[src/rtl/wb_arbiter.sv]
// -----------------------------------------------------------------------------
// wb_arbiter
//
// Two-master, one-slave Wishbone arbiter. Master 0 is normally the CPU and
// master 1 a secondary requester (DMA engine, debug port). Ties go
// round-robin. A grant is held for the whole cyc cycle, so multi-phase bursts
// are never split. A watchdog aborts slave cycles that keep strobing without
// any answer. The aborted master is then locked out until it drops cyc, so a
// wedged master cannot starve the other one.
//
// Parameters
//   DAT_WIDTH       width of address and data buses
//   TIMEOUT_CYCLES  consecutive unanswered strobe cycles before abort
//                   (0 disables the watchdog)
//
// Ports
//   clk_i, rst_i              clock, synchronous active-high reset
//   mN_cyc_i/stb_i/we_i       master N bus request
//   mN_sel_i/adr_i/dat_i      master N byte select, address, write data
//   mN_dat_o/ack_o/err_o      master N read data and termination
//   s_cyc_o ... s_dat_o       request to the slave side
//   s_dat_i/ack_i/err_i       slave read data and termination
//   grant_o                   one-hot current grant (debug only)
//   timeout_o                 one-cycle pulse when the watchdog fires
// -----------------------------------------------------------------------------
module wb_arbiter #(
  parameter int DAT_WIDTH      = 64,
  parameter int TIMEOUT_CYCLES = 255
) (
  input  logic                 clk_i,
  input  logic                 rst_i,

  input  logic                 m0_cyc_i,
  input  logic                 m0_stb_i,
  input  logic                 m0_we_i,
  input  logic [7:0]           m0_sel_i,
  input  logic [DAT_WIDTH-1:0] m0_adr_i,
  input  logic [DAT_WIDTH-1:0] m0_dat_i,
  output logic [DAT_WIDTH-1:0] m0_dat_o,
  output logic                 m0_ack_o,
  output logic                 m0_err_o,

  input  logic                 m1_cyc_i,
  input  logic                 m1_stb_i,
  input  logic                 m1_we_i,
  input  logic [7:0]           m1_sel_i,
  input  logic [DAT_WIDTH-1:0] m1_adr_i,
  input  logic [DAT_WIDTH-1:0] m1_dat_i,
  output logic [DAT_WIDTH-1:0] m1_dat_o,
  output logic                 m1_ack_o,
  output logic                 m1_err_o,

  output logic                 s_cyc_o,
  output logic                 s_stb_o,
  output logic                 s_we_o,
  output logic [7:0]           s_sel_o,
  output logic [DAT_WIDTH-1:0] s_adr_o,
  output logic [DAT_WIDTH-1:0] s_dat_o,
  input  logic [DAT_WIDTH-1:0] s_dat_i,
  input  logic                 s_ack_i,
  input  logic                 s_err_i,

  output logic [1:0]           grant_o,
  output logic                 timeout_o
);

  // A zero timeout still needs a one-bit counter so the declarations stay legal.
  localparam int CNT_W = (TIMEOUT_CYCLES > 0) ? $clog2(TIMEOUT_CYCLES + 1) : 1;
  localparam bit WDOG_ON = (TIMEOUT_CYCLES > 0);
  // Abort is decided in the cycle whose unanswered strobe would bring the
  // count up to TIMEOUT_CYCLES, so the compare is against one less.
  localparam logic [CNT_W-1:0] CNT_LAST =
    CNT_W'((TIMEOUT_CYCLES > 0) ? TIMEOUT_CYCLES - 1 : 0);

  typedef enum logic [1:0] {
    IDLE  = 2'd0,
    BUSY0 = 2'd1,
    BUSY1 = 2'd2,
    ABORT = 2'd3
  } state_t;

  state_t           state_q, state_d;
  logic [1:0]       grant_q, grant_d;
  logic             last_grant_q, last_grant_d;   // index of the last tie winner
  logic [1:0]       blocked_q, blocked_d;
  logic [CNT_W-1:0] cnt_q, cnt_d;
  logic             abort_idx_q, abort_idx_d;     // master that gets the abort error

  logic [1:0]       eligible;
  logic             sel1;
  logic             stall;

  assign eligible = {m1_cyc_i & ~blocked_q[1], m0_cyc_i & ~blocked_q[0]};
  assign sel1     = (state_q == BUSY1);

  // Read data is broadcast; only the ack/err qualifiers are steered.
  assign m0_dat_o = s_dat_i;
  assign m1_dat_o = s_dat_i;
  assign grant_o  = grant_q;

  always_comb begin
    // NOTE: every signal driven here gets a default first, so no path through
    // the case statement can leave one unassigned and infer a latch.
    state_d      = state_q;
    last_grant_d = last_grant_q;
    // A block is released by any cycle in which that master's cyc is low.
    blocked_d    = blocked_q & {m1_cyc_i, m0_cyc_i};
    cnt_d        = cnt_q;
    abort_idx_d  = abort_idx_q;
    stall        = 1'b0;

    s_cyc_o   = 1'b0;
    s_stb_o   = 1'b0;
    s_we_o    = 1'b0;
    s_sel_o   = '0;
    s_adr_o   = '0;
    s_dat_o   = '0;
    m0_ack_o  = 1'b0;
    m0_err_o  = 1'b0;
    m1_ack_o  = 1'b0;
    m1_err_o  = 1'b0;
    timeout_o = 1'b0;

    unique case (state_q)
      IDLE: begin
        cnt_d = '0;
        if (&eligible) begin
          // Tie: the master that did not win the previous tie goes first.
          state_d      = last_grant_q ? BUSY0 : BUSY1;
          last_grant_d = ~last_grant_q;
        end else if (eligible[0]) begin
          state_d = BUSY0;
        end else if (eligible[1]) begin
          state_d = BUSY1;
        end
      end

      BUSY0, BUSY1: begin
        s_cyc_o  = sel1 ? m1_cyc_i : m0_cyc_i;
        s_stb_o  = sel1 ? m1_stb_i : m0_stb_i;
        s_we_o   = sel1 ? m1_we_i  : m0_we_i;
        s_sel_o  = sel1 ? m1_sel_i : m0_sel_i;
        s_adr_o  = sel1 ? m1_adr_i : m0_adr_i;
        s_dat_o  = sel1 ? m1_dat_i : m0_dat_i;
        m0_ack_o = ~sel1 & s_ack_i;
        m0_err_o = ~sel1 & s_err_i;
        m1_ack_o =  sel1 & s_ack_i;
        m1_err_o =  sel1 & s_err_i;

        // An ack or err in the expiry cycle clears stall, so it wins over abort.
        stall = s_cyc_o & s_stb_o & ~s_ack_i & ~s_err_i;

        if (!s_cyc_o) begin
          state_d = IDLE;
          cnt_d   = '0;
        end else if (!stall) begin
          cnt_d = '0;
        end else if (WDOG_ON && cnt_q == CNT_LAST) begin
          state_d         = ABORT;
          cnt_d           = '0;
          abort_idx_d     = sel1;
          blocked_d[sel1] = 1'b1;
        end else if (~&cnt_q) begin
          cnt_d = cnt_q + CNT_W'(1);
        end
      end

      ABORT: begin
        // Bus already released; terminate the stuck master with an error.
        m0_err_o  = ~abort_idx_q;
        m1_err_o  =  abort_idx_q;
        timeout_o = 1'b1;
        cnt_d     = '0;
        state_d   = IDLE;
      end

      default: state_d = IDLE;
    endcase

    grant_d = {state_d == BUSY1, state_d == BUSY0};
  end

  always_ff @(posedge clk_i) begin
    // NOTE: state registers use non-blocking assignments so every register
    // samples the pre-edge values regardless of statement order.
    if (rst_i) begin
      state_q      <= IDLE;
      grant_q      <= 2'b00;
      last_grant_q <= 1'b1;
      blocked_q    <= 2'b00;
      cnt_q        <= '0;
      abort_idx_q  <= 1'b0;
    end else begin
      state_q      <= state_d;
      grant_q      <= grant_d;
      last_grant_q <= last_grant_d;
      blocked_q    <= blocked_d;
      cnt_q        <= cnt_d;
      abort_idx_q  <= abort_idx_d;
    end
  end

endmodule

[config.mk]
export PLATFORM = sky130hd
export DESIGN_NAME = wb_arbiter
export DESIGN_NICKNAME = d
export VERILOG_FILES = /design/src/rtl/wb_arbiter.sv
export SDC_FILE = /design/constraint.sdc
export NUM_CORES = 1
export LEC_CHECK = 0
export CAP_MARGIN = 10
export CORE_AREA = 8 8 232 234
export DETAILED_ROUTE_END_ITERATION = 8
export DIE_AREA = 0 0 240 242
export PLACE_DENSITY = 0.46
export SETUP_SLACK_MARGIN = 0.1
export SYNTH_ARGS = -nofsm -noshare
export SYNTH_HDL_FRONTEND = slang
export SYNTH_SLANG_ARGS = --single-unit
[constraint.sdc]
create_clock -name clk_i -period 2.4 [get_ports clk_i]
set_clock_uncertainty 0.15 [all_clocks]
set_input_delay 0.48 -clock clk_i [delete_from_list [all_inputs] [get_ports clk_i]]
set_output_delay 0.48 -clock clk_i [all_outputs]
set_load 0.01 [all_outputs]
==> metrics.yaml <==
grtUsageMet2_pct: 13.8
synth_largest_area_cell: "mux2i_1"
h-tree-depth: 1
cp_max_fo: 6
ir_worst_vdd_v: 0.000231
ys_warn_count: 0
grt.overflow.total: 0
startpoint_type: "flop"
hpwl_um: 20200
worst_ep_arrival_time_ns: 1.87
synth_cell_types: 39
max_slew_margin_pct: 75.1
final_cell_count_no_fill: 1626
grt_pass1_vias: 5547
insertedDiodeCount: 0
nFillCells: 5572
timing.rr.start: "state_q[0]"
ys_ff_latch: 16
ys_async_sr_fraction_pct: 0
min_path_type: "flop to flop"
synth_nets: 888
setup_viol: 56
grt_max_degree: 24
worst_slew_pin_slew_ns: 0.362
drive_gt1_share_pct: 43.1
final_max_slew_viol_count: 0
dp_slack_ns: -0.527
port_buffers: 427
busiest_layer: "met2"
grt_pass1_wl_um: 35300
hold_viol: 0
r2r_cells: 10
seq_area_um2: 323
netlist_area_um2: 4290
io_pins: 620
met1_usage_pct: 8.20
core-area_um2: 50500
nets: 1300
fin_crit_sh_pct: 104
netlist_instances: 535
hold_depth: 2
hold_start: "blocked_q[1]"
area_delta_synth_final_pct: 150
antenna_found_initial: 1
numCtsBuffers: 3
vias_per_cell: 3.21
multi_input_area_um2: 3700
period_needed_ns: 2.50
worstSkewPairLatency_ns: 0.24
cts_root_buffer: "clkbuf_16"
drv_cap: 0
rows: 83
cp_cell_sequence: "inv_2, ha_4, buf_12, buf_12, buf_16, buf_8, buf_6, mux2i_1, nor2b_1, buf_2"
ant_nets: 0
status: "finished with violations"
rrSetupSlack_ns: 0.11
cp.required_ns: 1.77
track_usage_pct: 7.81
start_util_pct: 8.50
cts.sinks: 16
detailedRoute.firstIterationViolations: 78
synth-main-ff-cell: "dfxtp_1"
powerDensity_nw_per_um2: 330
wirelength_um: 26500
fmax_mhz: 400
cp-end-kind: "output pin"
reg2reg_to: "grant_o[1]"
ys_seq_area_share_pct: 7.47
cp_common_cell: "buf_12"
synth-edff-count: 0
drc: 0
synth.area.top_cells: "mux2i_1 (33%), buf_4 (22%), nor2b_1 (20%), dfxtp_1 (7.5%), ha_1 (2.0%)"
cts_tree: "yes"
avgSynthCellArea_um2: 8.01
ys_top_cells_by_count: "mux2i_1 (141), nor2b_1 (140), buf_4 (128), clkbuf_1 (18), dfxtp_1 (16)"
die_x_um: 240
gp_congestion: 0.789
yosysTopAreaCellShare_pct: 32.9
vias: 5221
cts_buffer_depth: 2
rsz0062_at_grt: "true"
wl_per_cell_um: 16.3
dpl.cell_count: 1524
leakagePower_uw: 0.00412
violations: "setup timing"
setup_ws_ns: -0.0995
clk_pin_slew_worst_paths_ns: 0.05
die_area_um2: 58100
dr.pass1.iters: 4
die_h_um: 242
grtUsageMet3_pct: 3.47
synth.most_common_cell: "mux2i_1"
slowest_stage: "dfxtp_2"
crit_type: "flop to output pin"
critPathMaxStageDelay_ns: 0.33
whs_endpoint: "blocked_q[1]"
==> metal layers <==
metal	share of wire [%]	vias to the layer above
met1	37	2333
met3	12	56
met5	0.034	-
met4	3.0	2
met2	49	346
li1	-	2484
==> cells by family (layout without fill, tap and decap cells) <==
group	Yosys count	in the layout	synth area share, %
AND/OR/NAND/NOR	187	187	27.9
XOR/XNOR	2	2	0.409
adder cells (fa/ha/maj)	7	7	2.04
AO/OA/AOI/OAI	14	14	2.71
multiplexers	142	142	33.2
buffers and inverters	167	578	26.3
flip-flops	16	16	7.47
==> critical path, delay by kind of cell (launching register included) <==
kind / cells / cell delay [ns]
adders and majority gates: 1 / 0.19
buffers and inverters: 7 / 0.88
DFF: 1 / 0.33
muxes: 1 / 0.10
and+or+nand+nor: 1 / 0.11
==> how the worst max path moves through the flow <==
| stage | from | end | slack, ns | cells past startpoint |
|---|---|---|---|---|
| floorplan | state_q[1] | s_adr_o[0] | 0.15 | 6 |
| global placement | m0_stb_i | s_stb_o | -0.55 | 5 |
| detailed placement | m1_stb_i | s_stb_o | -0.53 | 5 |
| CTS | state_q[0] | s_stb_o | -0.39 | 6 |
| global route | state_q[0] | s_adr_o[3] | -0.18 | 10 |
| finish | state_q[0] | s_adr_o[3] | -0.1 | 10 |
==> cell usage in the layout, fill, tap and decap left out, drive strengths merged, types with 2 or more instances in the layout <==
cell,synthesis,final
nand2,4,4
a21oi,3,3
clkdlybuf4s50,0,284
nor3,2,2
clkbuf,18,15
nor3b,3,3
and4,2,2
inv,5,5
clkdlybuf4s15,0,3
ha,7,7
buf,144,271
mux2i,142,142
and3,4,4
nor4b,2,2
nand3,6,6
dfxtp,16,16
nand2b,6,6
and2,2,2
a211oi,5,5
nand4,2,2
nor2,9,9
nor2b,140,140
==> through the flow <==
| stage | TNS, ns | hold slack [ns] | total power, µW | area (µm²) | util, % |
|---|---|---|---|---|---|
| 6_report | -1.46 | 0.336 | 3530 | 10700 | 21.2 |
| 5_1_grt | -8.41 | 0.363 | 3730 | 10700 | 21.2 |
| 4_1_cts | -9.37 | 0.340 | 2970 | 9510 | 18.8 |
| 3_5_place_dp | -20.84 | 0.333 | 2410 | 8810 | 17.5 |
| 3_3_place_gp | -22.05 | 0.324 | 2420 | 8810 | 17.5 |
| 2_1_floorplan | 0 | 0.306 | 1260 | 4290 | - |
==> final cells by class <==
type                       count  share of cell area (%)
timing repair buffer         569                    53.4
tap                          680                    7.95
clock buffer                   4                   0.830
multi-input combinational    352                    34.6
sequential                    16                    3.02
inverter                       5                   0.175
==> power by group <==
group	internal (µW)	total (µW)	leakage [µW]	switching [µW]
clock network	253	360	0.0000442	106
registers	275	281	0.000130	5.84
logic	1830	2890	0.00394	1060
total	2360	3530	0.00412	1170
==> repair_timing <==
action                                  CTS  global route
setup buffers                            40            46
hold endpoints to repair                  0             0
hold buffers                              0             0
resized for setup                       443           386
gates cloned                              8             8
endpoints found under the setup margin  142           142
pin swaps                                 1             3
==> sequential cells by signal, summed over array words and instances, names as in the netlist <==
| name | count |
|---|---|
| abort_idx_q | 1 |
| blocked_q | 2 |
| cnt_q | 8 |
| last_grant_q | 1 |
| grant_o | 2 |
| state_q | 2 |
Note: power is estimated with default switching activity, not from simulation.
